**src/rtl/coeff_stream_loader.sv**
```systemverilog
// Pairs host re/im beats into {re,im} coefficient writes for the Expand stage, with spaced write strobes.
// Optional range checking of beat sign extension is enabled with COEFF_LOADER_RANGE_CHECK_EN.
`ifndef OVERALL_BITS
`define OVERALL_BITS 27
`endif

module coeff_stream_loader #(
  parameter int LOGN     = 13,
  parameter int IN_WIDTH = 32
) (
  input  logic                         clk,
  input  logic                         rst,
  input  logic                         start,
  input  logic                         expand_mode,
  output logic                         busy,
  output logic                         done,
  input  logic [IN_WIDTH-1:0]          s_data,
  input  logic                         s_valid,
  output logic                         s_ready,
  output logic [LOGN-1:0]              addr_to_expand,
  output logic [2*`OVERALL_BITS-1:0]   data_to_expand,
  output logic                         wea_to_expand,
  output logic                         do_expand,
  output logic                         expand_rst,
  output logic                         err
);

  localparam int OB = `OVERALL_BITS;
  localparam logic [LOGN:0] TGT_DIRECT = {1'b1, {LOGN{1'b0}}};
  localparam logic [LOGN:0] TGT_EXPAND = {2'b01, {(LOGN-1){1'b0}}};

  typedef enum logic [2:0] {
    ST_IDLE    = 3'd0,
    ST_CLEAR   = 3'd1,
    ST_RECV_RE = 3'd2,
    ST_RECV_IM = 3'd3,
    ST_WRITE   = 3'd4,
    ST_GAP     = 3'd5,
    ST_DONE    = 3'd6
  } state_t;

  state_t          state_r, state_nxt_s;
  logic [LOGN:0]   cnt_r, cnt_nxt_s, cnt_inc_s, target_s;
  logic            mode_r, mode_nxt_s;
  logic            start_acc_s, beat_s;
  logic [OB-1:0]   re_r, im_r;
  logic [LOGN-1:0] addr_r;
  logic            busy_r, done_r, wea_r, do_expand_r, expand_rst_r;

  assign start_acc_s = start && (state_r == ST_IDLE);
  assign s_ready     = (state_r == ST_RECV_RE) || (state_r == ST_RECV_IM);
  assign beat_s      = s_valid && s_ready;
  assign cnt_inc_s   = cnt_r + {{LOGN{1'b0}}, 1'b1};
  assign target_s    = mode_r ? TGT_EXPAND : TGT_DIRECT;

  // Next-state, coefficient count and mode selection.
  always_comb begin
    state_nxt_s = state_r;
    cnt_nxt_s   = cnt_r;
    mode_nxt_s  = mode_r;
    case (state_r)
      ST_IDLE: begin
        if (start) begin
          state_nxt_s = expand_mode ? ST_CLEAR : ST_RECV_RE;
          mode_nxt_s  = expand_mode;
          cnt_nxt_s   = {(LOGN+1){1'b0}};
        end else begin
          state_nxt_s = ST_IDLE;
        end
      end
      ST_CLEAR:   state_nxt_s = ST_RECV_RE;
      ST_RECV_RE: begin
        if (s_valid) begin
          state_nxt_s = ST_RECV_IM;
        end else begin
          state_nxt_s = ST_RECV_RE;
        end
      end
      ST_RECV_IM: begin
        if (s_valid) begin
          state_nxt_s = ST_WRITE;
        end else begin
          state_nxt_s = ST_RECV_IM;
        end
      end
      ST_WRITE:   state_nxt_s = ST_GAP;
      ST_GAP: begin
        cnt_nxt_s = cnt_inc_s;
        // Count compared after this coefficient is included, so the last GAP ends the load.
        if (cnt_inc_s < target_s) begin
          state_nxt_s = ST_RECV_RE;
        end else begin
          state_nxt_s = ST_DONE;
        end
      end
      ST_DONE:    state_nxt_s = ST_IDLE;
      default:    state_nxt_s = ST_IDLE;
    endcase
  end

  // State, counter and captured mode registers.
  always_ff @(posedge clk or posedge rst) begin
    if (rst) begin
      state_r <= ST_IDLE;
      cnt_r   <= {(LOGN+1){1'b0}};
      mode_r  <= 1'b0;
    end else begin
      state_r <= state_nxt_s;
      cnt_r   <= cnt_nxt_s;
      mode_r  <= mode_nxt_s;
    end
  end

  // Control outputs registered from the next state so they align with the state they describe.
  always_ff @(posedge clk or posedge rst) begin
    if (rst) begin
      busy_r       <= 1'b0;
      done_r       <= 1'b0;
      wea_r        <= 1'b0;
      do_expand_r  <= 1'b0;
      expand_rst_r <= 1'b0;
      addr_r       <= {LOGN{1'b0}};
    end else begin
      busy_r       <= (state_nxt_s != ST_IDLE);
      done_r       <= (state_nxt_s == ST_DONE);
      wea_r        <= (state_nxt_s == ST_WRITE);
      do_expand_r  <= (state_nxt_s != ST_IDLE) && mode_nxt_s;
      expand_rst_r <= (state_nxt_s == ST_CLEAR);
      if (state_nxt_s == ST_WRITE) begin
        addr_r <= mode_r ? {LOGN{1'b0}} : cnt_r[LOGN-1:0];
      end else if (start_acc_s) begin
        addr_r <= {LOGN{1'b0}};
      end else begin
        addr_r <= addr_r;
      end
    end
  end

  // Coefficient halves captured on their handshakes; held until the next re is accepted.
  always_ff @(posedge clk or posedge rst) begin
    if (rst) begin
      re_r <= {OB{1'b0}};
      im_r <= {OB{1'b0}};
    end else begin
      if (beat_s && (state_r == ST_RECV_RE)) begin
        re_r <= s_data[OB-1:0];
      end else begin
        re_r <= re_r;
      end
      if (beat_s && (state_r == ST_RECV_IM)) begin
        im_r <= s_data[OB-1:0];
      end else begin
        im_r <= im_r;
      end
    end
  end

  assign busy           = busy_r;
  assign done           = done_r;
  assign wea_to_expand  = wea_r;
  assign do_expand      = do_expand_r;
  assign expand_rst     = expand_rst_r;
  assign addr_to_expand = addr_r;
  assign data_to_expand = {re_r, im_r};

`ifdef COEFF_LOADER_RANGE_CHECK_EN
  // A beat is in range when everything from the half's sign bit upward is a pure sign extension.
  function automatic logic is_sign_ext(input logic [IN_WIDTH-1:0] d);
    logic [IN_WIDTH-OB:0] top_s;
    top_s = d[IN_WIDTH-1:OB-1];
    return (&top_s) | ~(|top_s);
  endfunction

  logic err_r;

  // Sticky range error, cleared by a newly accepted start.
  always_ff @(posedge clk or posedge rst) begin
    if (rst) begin
      err_r <= 1'b0;
    end else if (start_acc_s) begin
      err_r <= 1'b0;
    end else if (beat_s && !is_sign_ext(s_data)) begin
      err_r <= 1'b1;
    end else begin
      err_r <= err_r;
    end
  end

  assign err = err_r;
`else
  assign err = 1'b0;

  if (IN_WIDTH > OB) begin : g_upper
    logic unused_upper_s;
    assign unused_upper_s = ^s_data[IN_WIDTH-1:OB];
  end
`endif

endmodule

```
**config.mk**
```make
export PLATFORM = sky130hd
export DESIGN_NAME = coeff_stream_loader
export DESIGN_NICKNAME = d
export VERILOG_FILES = /design/src/rtl/coeff_stream_loader.sv
export SDC_FILE = /design/constraint.sdc
export NUM_CORES = 1
export LEC_CHECK = 0
export ABC_AREA = 1
export BUFFER_PORTS_ARGS = -buffer_cell sky130_fd_sc_hd__buf_2
export CORE_MARGIN = 2
export CORE_UTILIZATION = 46
export DETAILED_ROUTE_END_ITERATION = 10
export MAX_ROUTING_LAYER = met4
export PLACE_DENSITY_LB_ADDON = 0.15
export SYNTH_ARGS = -nofsm -noshare
export SYNTH_HDL_FRONTEND = slang
export SYNTH_SLANG_ARGS = --single-unit
```
**constraint.sdc**
```tcl
create_clock -name clk -period 2.5 [get_ports clk]
set_input_delay 0.375 -clock clk [delete_from_list [all_inputs] [get_ports clk]]
set_output_delay 0.375 -clock clk [all_outputs]
set_load 0.02 [all_outputs]
```
# Word-level counts from Yosys, hierarchy flattened
# Cells that the tools add are included.
dict set report word_totals {
  regBits 90
  input_bits 37
  output_inout_bits 74
  word_cells 47
}
dict set report op_classes {
  n_addsub 1
  n_lt_le_gt_ge 1
  eq_ne 9
  muxes 14
  reduce_logical 11
}
# op count
set ops {}
lappend ops {{13-bit 2-to-1 mux} 3}
lappend ops {{14-bit 2-to-1 mux} 2}
lappend ops {{14-bit case mux with 2 select lines} 1}
lappend ops {{3-bit case mux with 6 select lines} 1}
lappend ops {{14-bit by 1-bit adder with 14-bit output (second input constant)} 1}
lappend ops {{14-bit less-than comparator} 1}
lappend ops {{3-bit == test (second input constant)} 4}
lappend ops {{3-bit by 1-bit == test with 1-bit output (second input constant)} 2}
lappend ops {{3-bit by 2-bit == test with 1-bit output (second input constant)} 2}
lappend ops {{3-bit 2-to-1 mux} 2}
lappend ops {{1-bit logical AND} 5}
lappend ops {{2-bit 2-to-1 mux} 2}
lappend ops {{2-bit nonzero test} 2}
lappend ops {{3-bit logical NOT} 1}
lappend ops {{1-bit 2-to-1 mux} 3}
lappend ops {{3-bit nonzero test} 1}
lappend ops {{2-bit != test (second input constant)} 1}
lappend ops {{2-bit AND reduction} 1}
lappend ops {{1-bit logical OR} 1}

# Logic depth before layout (Yosys ltp)
# Gate-level depths: netlist of run 1.
dict set report logic_depth {
  word_depth 6
  depth_mapped 12
  ltp_nobuf 12
}

# Least setup slack after synthesis of run 1
# No wires, ideal clock.
dict set report synth_timing {
  kind {flip-flop to flip-flop}
  startpoint {register cnt_r[9]}
  endpoint {register do_expand_r, in the netlist do_expand}
  setup_ns 0.113
  arrival_time_ns 1.636
  required_time_ns 2.387
  slack_ns 0.751
  path_stages_with_launch 12
  path_buffers 0
  synth_period_minus_slack_ns 1.749
  cell_sequence {dfrtp_1 -> inv_1 -> nor4_1 -> nand4_1 -> and2_1 -> ha_1 -> nand2_1 -> nand2_1 -> nand2_1 -> nand3_1 -> nand2_1 -> inv_1}
}
dict set report synth_between {
  elab_chain_cells 6
}
# element line
set synth_rtl {}
lappend synth_rtl {{start, declared} 43} ;# logic [LOGN:0] cnt_r, cnt_nxt_s, cnt_inc_s, target_s;
lappend synth_rtl {{start signal, assigned} 105} ;# cnt_r <= {(LOGN+1){1'b0}};
lappend synth_rtl {{start signal, assigned} 109} ;# cnt_r <= cnt_nxt_s;
lappend synth_rtl {{14-bit by 1-bit adder with 14-bit output} 53} ;# assign cnt_inc_s = cnt_r + {{LOGN{1'b0}}, 1'b1};
lappend synth_rtl {{14-bit less-than comparator} 90} ;# if (cnt_inc_s < target_s) begin
lappend synth_rtl {{3-bit 2-to-1 mux} 90}
lappend synth_rtl {{3-bit case mux with 6 select lines} 61} ;# case (state_r)
lappend synth_rtl {{3-bit nonzero test} 127} ;# do_expand_r <= (state_nxt_s != ST_IDLE) && mode_nxt_s;
lappend synth_rtl {{1-bit logical AND} 127}
lappend synth_rtl {{end signal, assigned} 127}
lappend synth_rtl {{end, declared} 48} ;# logic busy_r, done_r, wea_r, do_expand_r, expand_rst_r;
# Every way passes these cells.
# A chain may end at the register's enable or synchronous reset.

# Final worst setup path of run 1
dict set report layout_timing {
  startpoint {register cnt_r[8]}
  endpoint {register do_expand_r, in the netlist do_expand}
}
# Same word-level chain as after synthesis.

==> results.md, run 1 <==
* XOR/XNOR share of the synthesized area at 0%
* Die W at 93.0 microns
* Max Cap Viol at 0
* GP Congestion at 0.882
* Post-Syn Instances at approximately 400
* Number of antenna violations at the first check in global routing at 0
* Setup bufs post-CTS at 0
* DRT Pass-1 Iters at 4
* Critical R2R Launch: cnt_r[8]
* # nets final at 539
* Critical Path End Type: register
* Root buf cell: clkbuf_8
* Met3 wire length at 408 microns
* Fill count at 729
* Post-CTS Resized at 0
* Crit path kind: reg2reg
* Compound-Gate Fraction of Synth Area at 12.9%
* RSZ-0062 raised after global routing: false
* Final WL at 7850 microns
* # hold bufs at CTS at 0
* Clk pwr share at 20.9%
* Met1 WL at 3610 microns
* Setup TNS at 0 ns
* Die ar. at 8650 sq um
* Max Slew Vio Count at 0
* Starting Density at 47.4%
* All-Layer GR Usage at between 20% and 30%
* Share of cells above drive strength 1 at between 20% and 30%
* CP Data Arrival Time at 2.24 ns
* Drt drc at 0
* Reg-to-Reg End: do_expand
* CP max stage cell: dfrtp_1
* Worst Tran Pin Value at 0.548 ns
* R2R cell count at 11
* CP required at 2.75 ns
* # diodes at 0
* Top routing layer in use: met4
* Sw Ratio at 39.6%
* Sw power at ~2.1 mW
* Area growth syn-to-layout at 23.6%
* Final min period at approximately 2.0 ns
* Synth Area in Adders at 0.687%
* Synth Area in Simple Gates at 15.8%
* Vias post-DR at 2,927
* Finished Layout Cells at slightly above 600
* First-pass GRT wire length at between 10,000 and 15,000 microns
* Met2 routed WL at 3690 microns
* HPWL after DPL at 5540 microns
* Skew final at 0.0105 ns
* # clock sinks at 90
* Seq/Total Area, Yosys at around 60%
* Cells along the critical path: inv_1 -> nor4_1 -> nand4_1 -> and2_1 -> ha_1 -> nand2_1 -> nand2_1 -> nand2_1 -> nand3_1 -> nand2_1 -> inv_1
* Worst Path Max Fanout at 4
* # rows at 32
* Final Hold Viols at 0
* Synth top area share at 61.8%
* Post-Syn Area per Cell at 9.17 sq um
* Final period util at 79.3%
* CTS buffer count at 9
* Main combinational cell family by area after synthesis: simple AND/OR/NAND/NOR gates
* Leak at 2.43 nW
* Pin count of the biggest net entering global routing at 73
* Worst-Skew Late Latency at 0.35 ns
* Post-synth cell types at 27
* Grt ovf at 0
* VDD IR max at 0.000575 V
* Post-synth EDFFs at 0
* Die height at 93.0 microns
* End point of the critical path: do_expand
* F_max at around 0.50 GHz
* Drt first-iter violations at 141
* Clock Tree Buf Depth at 2
* Mapped Area at 3640 sq um
* Syn Nets at 436
* Gate power share at 37.1%
* Main synth FF type: dfrtp_1
* Placed cells at a little under 600
* CTS H-tree depth at 3
* Vias in the first global route at between 2,000 and 3,000
* Critical path startpoint category: register
* Slew Limit Headroom at around 63%
* Most Frequent Cell on Critical Path: nand2_1
* Core area at 7690 sq um
* Final setup viols at 0
* Cell accounting for the most synthesized area: dfrtp_1
* Worst setup startpoint: cnt_r[8]
* Int Pwr at 3.12 mW
* FF+latch count, synth at 90
* Hold Crit Class: in2async
* Ports at roughly 110
* Vias per Instance at approximately 4.8
* Yosys warns at 0
* Worst path max stage delay at 0.38 ns
* Fin Hold WS at between 0.02 and 0.025 ns
* IO buf count at 104
* Clk slew on worst S/H paths at around 0.090 ns
* CTS tree: built
* Synth area leaders: dfrtp_1 62%, nand2_1 8.6%, o21ai_1 8.2%
* Outcome: finished, final reports clean
* Wirelength per Cell at 12.9 microns
* Antenna-violating nets left at 0
* Reg2reg setup slack at 0.52 ns
* Overall power at 5.18 mW
* Mux cell area share after synthesis at 0%
* Sequential power share at 42.0%
* Async S/R FF share, synth at 100%
* Power per cell area at 1150 nW/um^2
-- synthesized netlist by cell type, types with 3 or more instances --
master,count
dfrtp_1,90
inv_1,56
nand3_1,25
nand4_1,4
buf_2,3
o21ai_0,22
nand2_1,83
nor3_2,4
nor2_1,9
a21oi_1,3
inv_2,9
o21ai_1,60
clkbuf_1,10
-- worst min-delay path by stage --
| stage | start | to | slack, ns |
|---|---|---|---|
| after floorplan | cnt_r[3] | cnt_r[3] | 0.46 |
| after global placement | rst | im_r[23] | 0.40 |
| after detailed placement | rst | im_r[23] | 0.41 |
| after CTS | rst | im_r[23] | 0.03 |
| after global routing | rst | re_r[13] | 0.05 |
| final | rst | im_r[23] | 0.02 |
-- cell type report --
| class | instances | area (sq um) | share of cell area (%) |
|---|---|---|---|
| Clock buffer | 11 | 141 | 3.14 |
| Clock inverter | 4 | 76.3 | 1.69 |
| Inverter | 65 | 248 | 5.50 |
| Multi-Input combinational cell | 226 | 1080 | 24.0 |
| Sequential cell | 90 | 2250 | 50.0 |
| Tap cell | 102 | 128 | 2.83 |
| Timing Repair Buffer | 108 | 576 | 12.8 |
-- state kept, by name (all words and copies together), names as in the netlist --
name and count:
addr_to_expand 13, busy 1, cnt_r 14, do_expand 1, done 1, expand_rst 1, im_r 27, mode_r 1
re_r 27, state_r 3, wea_to_expand 1
-- power by group through the flow --
stage,Combinational [mW],Sequential [mW],Clock (mW)
floorplan,0.744,2.71,0
global placement,1.92,2.18,0
detailed placement,1.96,2.19,0
CTS,1.96,2.17,1.11
global route,2.14,2.24,1.17
finish,1.92,2.17,1.08
-- cells in the final DEF (no fill, tap or decap), types with 2 or more instances in the layout --
| cell type | n |
|---|---|
| o21ai_1 | 60 |
| nor3_1 | 2 |
| o22ai_1 | 2 |
| nor4_1 | 2 |
| o21ai_0 | 22 |
| ha_1 | 2 |
| buf_12 | 2 |
| clkinvlp_4 | 2 |
| buf_2 | 104 |
| clkbuf_8 | 10 |
| buf_4 | 2 |
| nand4_1 | 4 |
| bufinv_16 | 2 |
| nand3_1 | 24 |
| inv_1 | 55 |
| nor2_1 | 9 |
| dfrtp_1 | 90 |
| nand2_1 | 82 |
| nor3_2 | 4 |
| inv_2 | 9 |
| a21oi_1 | 3 |
-- through the flow --
stage          utilization, %  worst slack [ns]  cell area, sq um
2_1_floorplan               -             0.751              3650
3_3_place_gp             55.7             0.515              4290
3_5_place_dp             55.7             0.482              4290
4_1_cts                  58.6             0.482              4500
5_1_grt                  58.6             0.271              4500
6_report                 58.6             0.516              4500
-- worst max-delay path: cells and delay by family, from the launching register on --
kind	cells	cell delay, ns
DFF	1	0.38
buffers and inverters	2	0.12
and+or+nand+nor	8	1.12
adders and majority gates	1	0.26
-- layer usage --
layer	vias to the layer above	GRT usage (%)
met4	0	7.84
met1	1357	27.4
met3	12	3.95
met2	81	30.7
met5	-	-
li1	1477	-
-- cells by family (layout without fill, tap and decap cells) --
logic type,Yosys count,after routing
simple gates,132,132
compound gates,91,91
flops,90,90
buf+inv,81,188
fa+ha+maj,2,2
other cells,1,1
Note: power is estimated with default switching activity, not from simulation.
==> run 2: changes to the inputs <==
==> constraint.sdc (replaced) <==
create_clock -name clk -period 1.65 [get_ports clk]
set_input_delay 0.2475 -clock clk [delete_from_list [all_inputs] [get_ports clk]]
set_output_delay 0.2475 -clock clk [all_outputs]
set_load 0.02 [all_outputs]
==> results.md, run 2 (same netlist as run 1, synthesis figures left out) <==
* Finished Layout Cells at 635 (+4.8%)
* # nets final at 567 (+5.2%)
* Root buf cell: clkbuf_8
* Final setup viols at 4 (+4)
* Sw power at 3.16 mW (+54%)
* Leak at 2.64 nW (+8.7%)
* HPWL after DPL at 5580 microns (+0.79%)
* Starting Density at 47.4% (unchanged)
* DRT Pass-1 Iters at 4 (unchanged)
* # clock sinks at 90 (unchanged)
* Worst path max stage delay at 0.37 ns (about the same)
* Die height at 93.0 microns (unchanged)
* CTS tree: built
* Power per cell area at 1640 nW/um^2 (+43%)
* Most Frequent Cell on Critical Path: nand2_1
* CTS buffer count at 9 (unchanged)
* Clk pwr share at 20.6% (-0.3 points)
* CP Data Arrival Time at 2.01 ns (-0.23 ns)
* IO buf count at 104 (unchanged)
* Cell family with most CP delay: simple AND/OR/NAND/NOR gates
* Clk slew on worst S/H paths at 0.09 ns (about the same)
* Skew final at 0.00768 ns (-0.00277 ns)
* CTS H-tree depth at 3 (unchanged)
* # rows at 32 (unchanged)
* Placed cells at 614 (+3.9%)
* GP Congestion at 0.862 (-2.3%)
* Antenna-violating nets left at 0 (unchanged)
* Number of antenna violations at the first check in global routing at 0 (unchanged)
* Core area at 7690 sq um (unchanged)
* Sequential power share at 41.6% (-0.4 points)
* Critical path startpoint category: register
* Worst Tran Pin Value at 0.512 ns (-0.0360 ns)
* Vias post-DR at 3,027 (+3.4%)
* Drt first-iter violations at 158 (+12%)
* CP max stage cell: dfrtp_1
* Final min period at 1.76 ns (-0.227 ns)
* # diodes at 0 (unchanged)
* Sw Ratio at 39.8% (+0.19 points)
* Crit path kind: reg2reg
* First-pass GRT wire length at 13,900 microns (+2.4%)
* VDD IR max at 0.000991 V (+72%)
* Commonest non-fill, non-tap cells in the layout: 104 x buf_2, 90 x dfrtp_1, 80 x nand2_1
* Max Slew Vio Count at 0 (unchanged)
* Largest registers: im_r: 27 flops, re_r: 27 flops, cnt_r: 14 flops
* Clock Tree Buf Depth at 2 (unchanged)
* CP required at 1.90 ns (-0.85 ns)
* Area growth syn-to-layout at 32.6%
* Final worst slack at -0.107 ns (-0.623 ns)
* Share of cells above drive strength 1 at 34.7% (+7.1 points)
* Wirelength per Cell at 12.8 microns (-0.93%)
* Slew Limit Headroom at 65.9% (+2.6 points)
* Pin count of the biggest net entering global routing at 91 (+25%)
* Final period util at 106% (+27 points)
* Ports at 111 (unchanged)
* Worst Path Max Fanout at 2 (-2)
* Die ar. at 8650 sq um (unchanged)
* Failing checks: setup timing
* Drt drc at 0 (unchanged)
* Final Hold Viols at 0 (unchanged)
* F_max at 0.569 GHz (+13%)
* Gate power share at 37.9% (+0.8 points)
* Worst-Skew Late Latency at 0.35 ns (about the same)
* Outcome: complete, but fails checks
* Int Pwr at 4.78 mW (+53%)
* Hold Crit Class: in2async
* Fill count at 719 (-1.4%)
* Max Cap Viol at 0 (unchanged)
* All-Layer GR Usage at 21.0% (+0.68 points)
* Final WL at 8140 microns (+3.8%)
* Vias in the first global route at 2,987 (+5.1%)
* Die W at 93.0 microns (unchanged)
* Register Area at 2250 sq um (unchanged)
* Area of the multi-input gates at 1180 sq um (+9.5%)
* Pre-CTS setup slack at -0.195 ns (-0.678 ns)
* Commonest non-fill, non-tap cell in the layout: buf_2
* Cells along the critical path: inv_2 -> nor4_4 -> nand4_1 -> and2_1 -> ha_1 -> nand2_1 -> nand2_1 -> nand2_2 -> nand3_2 -> nand2_1 -> inv_1
* Setup TNS at -0.315 ns (-0.315 ns)
* Critical path buffers and inverters at 2 (unchanged)
* Critical Path End Type: register
* Grt ovf at 0 (unchanged)
* Vias per Instance at 4.77 (-1.3%)
* RSZ-0062 raised after global routing: true
## run 2: cell types whose count changed in the layout (fill, tap and decap cells not counted), moves of 3 or more
cell,delta
buf_4,+27
inv_1,-3
inv_2,+3
nand3_1,-3
nor2_1,-3
o21ai_0,-3
## run 2: what timing repair did
action | CTS | global route
cloned | 0 | 0
buffers inserted | 5 | 3
gates resized for setup | 5 | 21
endpoints found under the setup margin | 4 | 14
hold buffers | 0 | 0
pin swaps | 3 | 3
## run 2: worst paths after layout
check	startpoint	endpoint	slack [ns]	cells past startpoint
worst min register to register	re_r[10]	re_r[10]	0.49	2
worst min-delay path	rst	re_r[25]	0.0007	3
min in group clk	expand_mode	expand_rst	0.12	3
worst max-delay path	cnt_r[6]	do_expand	-0.11	11
worst max register to register	cnt_r[6]	do_expand	-0.11	11
max in group asynchronous	rst	addr_to_expand[3]	1.26	3
## run 2: area by class of cell
type                    instances  area share, %
flip-flops and latches         90           46.6
repair buffers                136           16.5
multi-input cells             226           24.5
inverters                      65           5.13
clock buffers                  11           2.72
clock inverters                 5           1.79
well taps                     102           2.64
## run 2: per-layer routing
layer / GRT usage [%] / share of wire, %
met1: 27.5 / 46
met2: 32.4 / 48
met3: 3.79 / 4.2
met4: 9.07 / 1.6
met5: - / 0
## run 2: through the flow
stage | hold slack, ns | utilization (%) | cell area, sq um | power, mW
after CTS | 0.0374 | 61.8 | 4750 | 8.01
after global placement | 0.407 | 58.3 | 4480 | 6.27
after detailed placement | 0.427 | 58.3 | 4480 | 6.35
after global routing | 0.0648 | 62.8 | 4830 | 8.49
after floorplan | 0.370 | - | 3660 | 5.23
final | 0.000727 | 62.8 | 4830 | 7.94
## run 2: power by group through the flow
stage | combinational [mW] | clock [mW] | sequential [mW]
after global routing | 3.35 | 1.76 | 3.38
final | 3.00 | 1.63 | 3.30
after global placement | 2.96 | 0 | 3.31
after CTS | 3.04 | 1.67 | 3.30
after floorplan | 1.13 | 0 | 4.10
after detailed placement | 3.02 | 0 | 3.33
## run 2: tightest hold or removal path, cell delays in order
cell,delay [ns]
buf_2,0.11
clkinvlp_4,0.07
buf_12,0.36
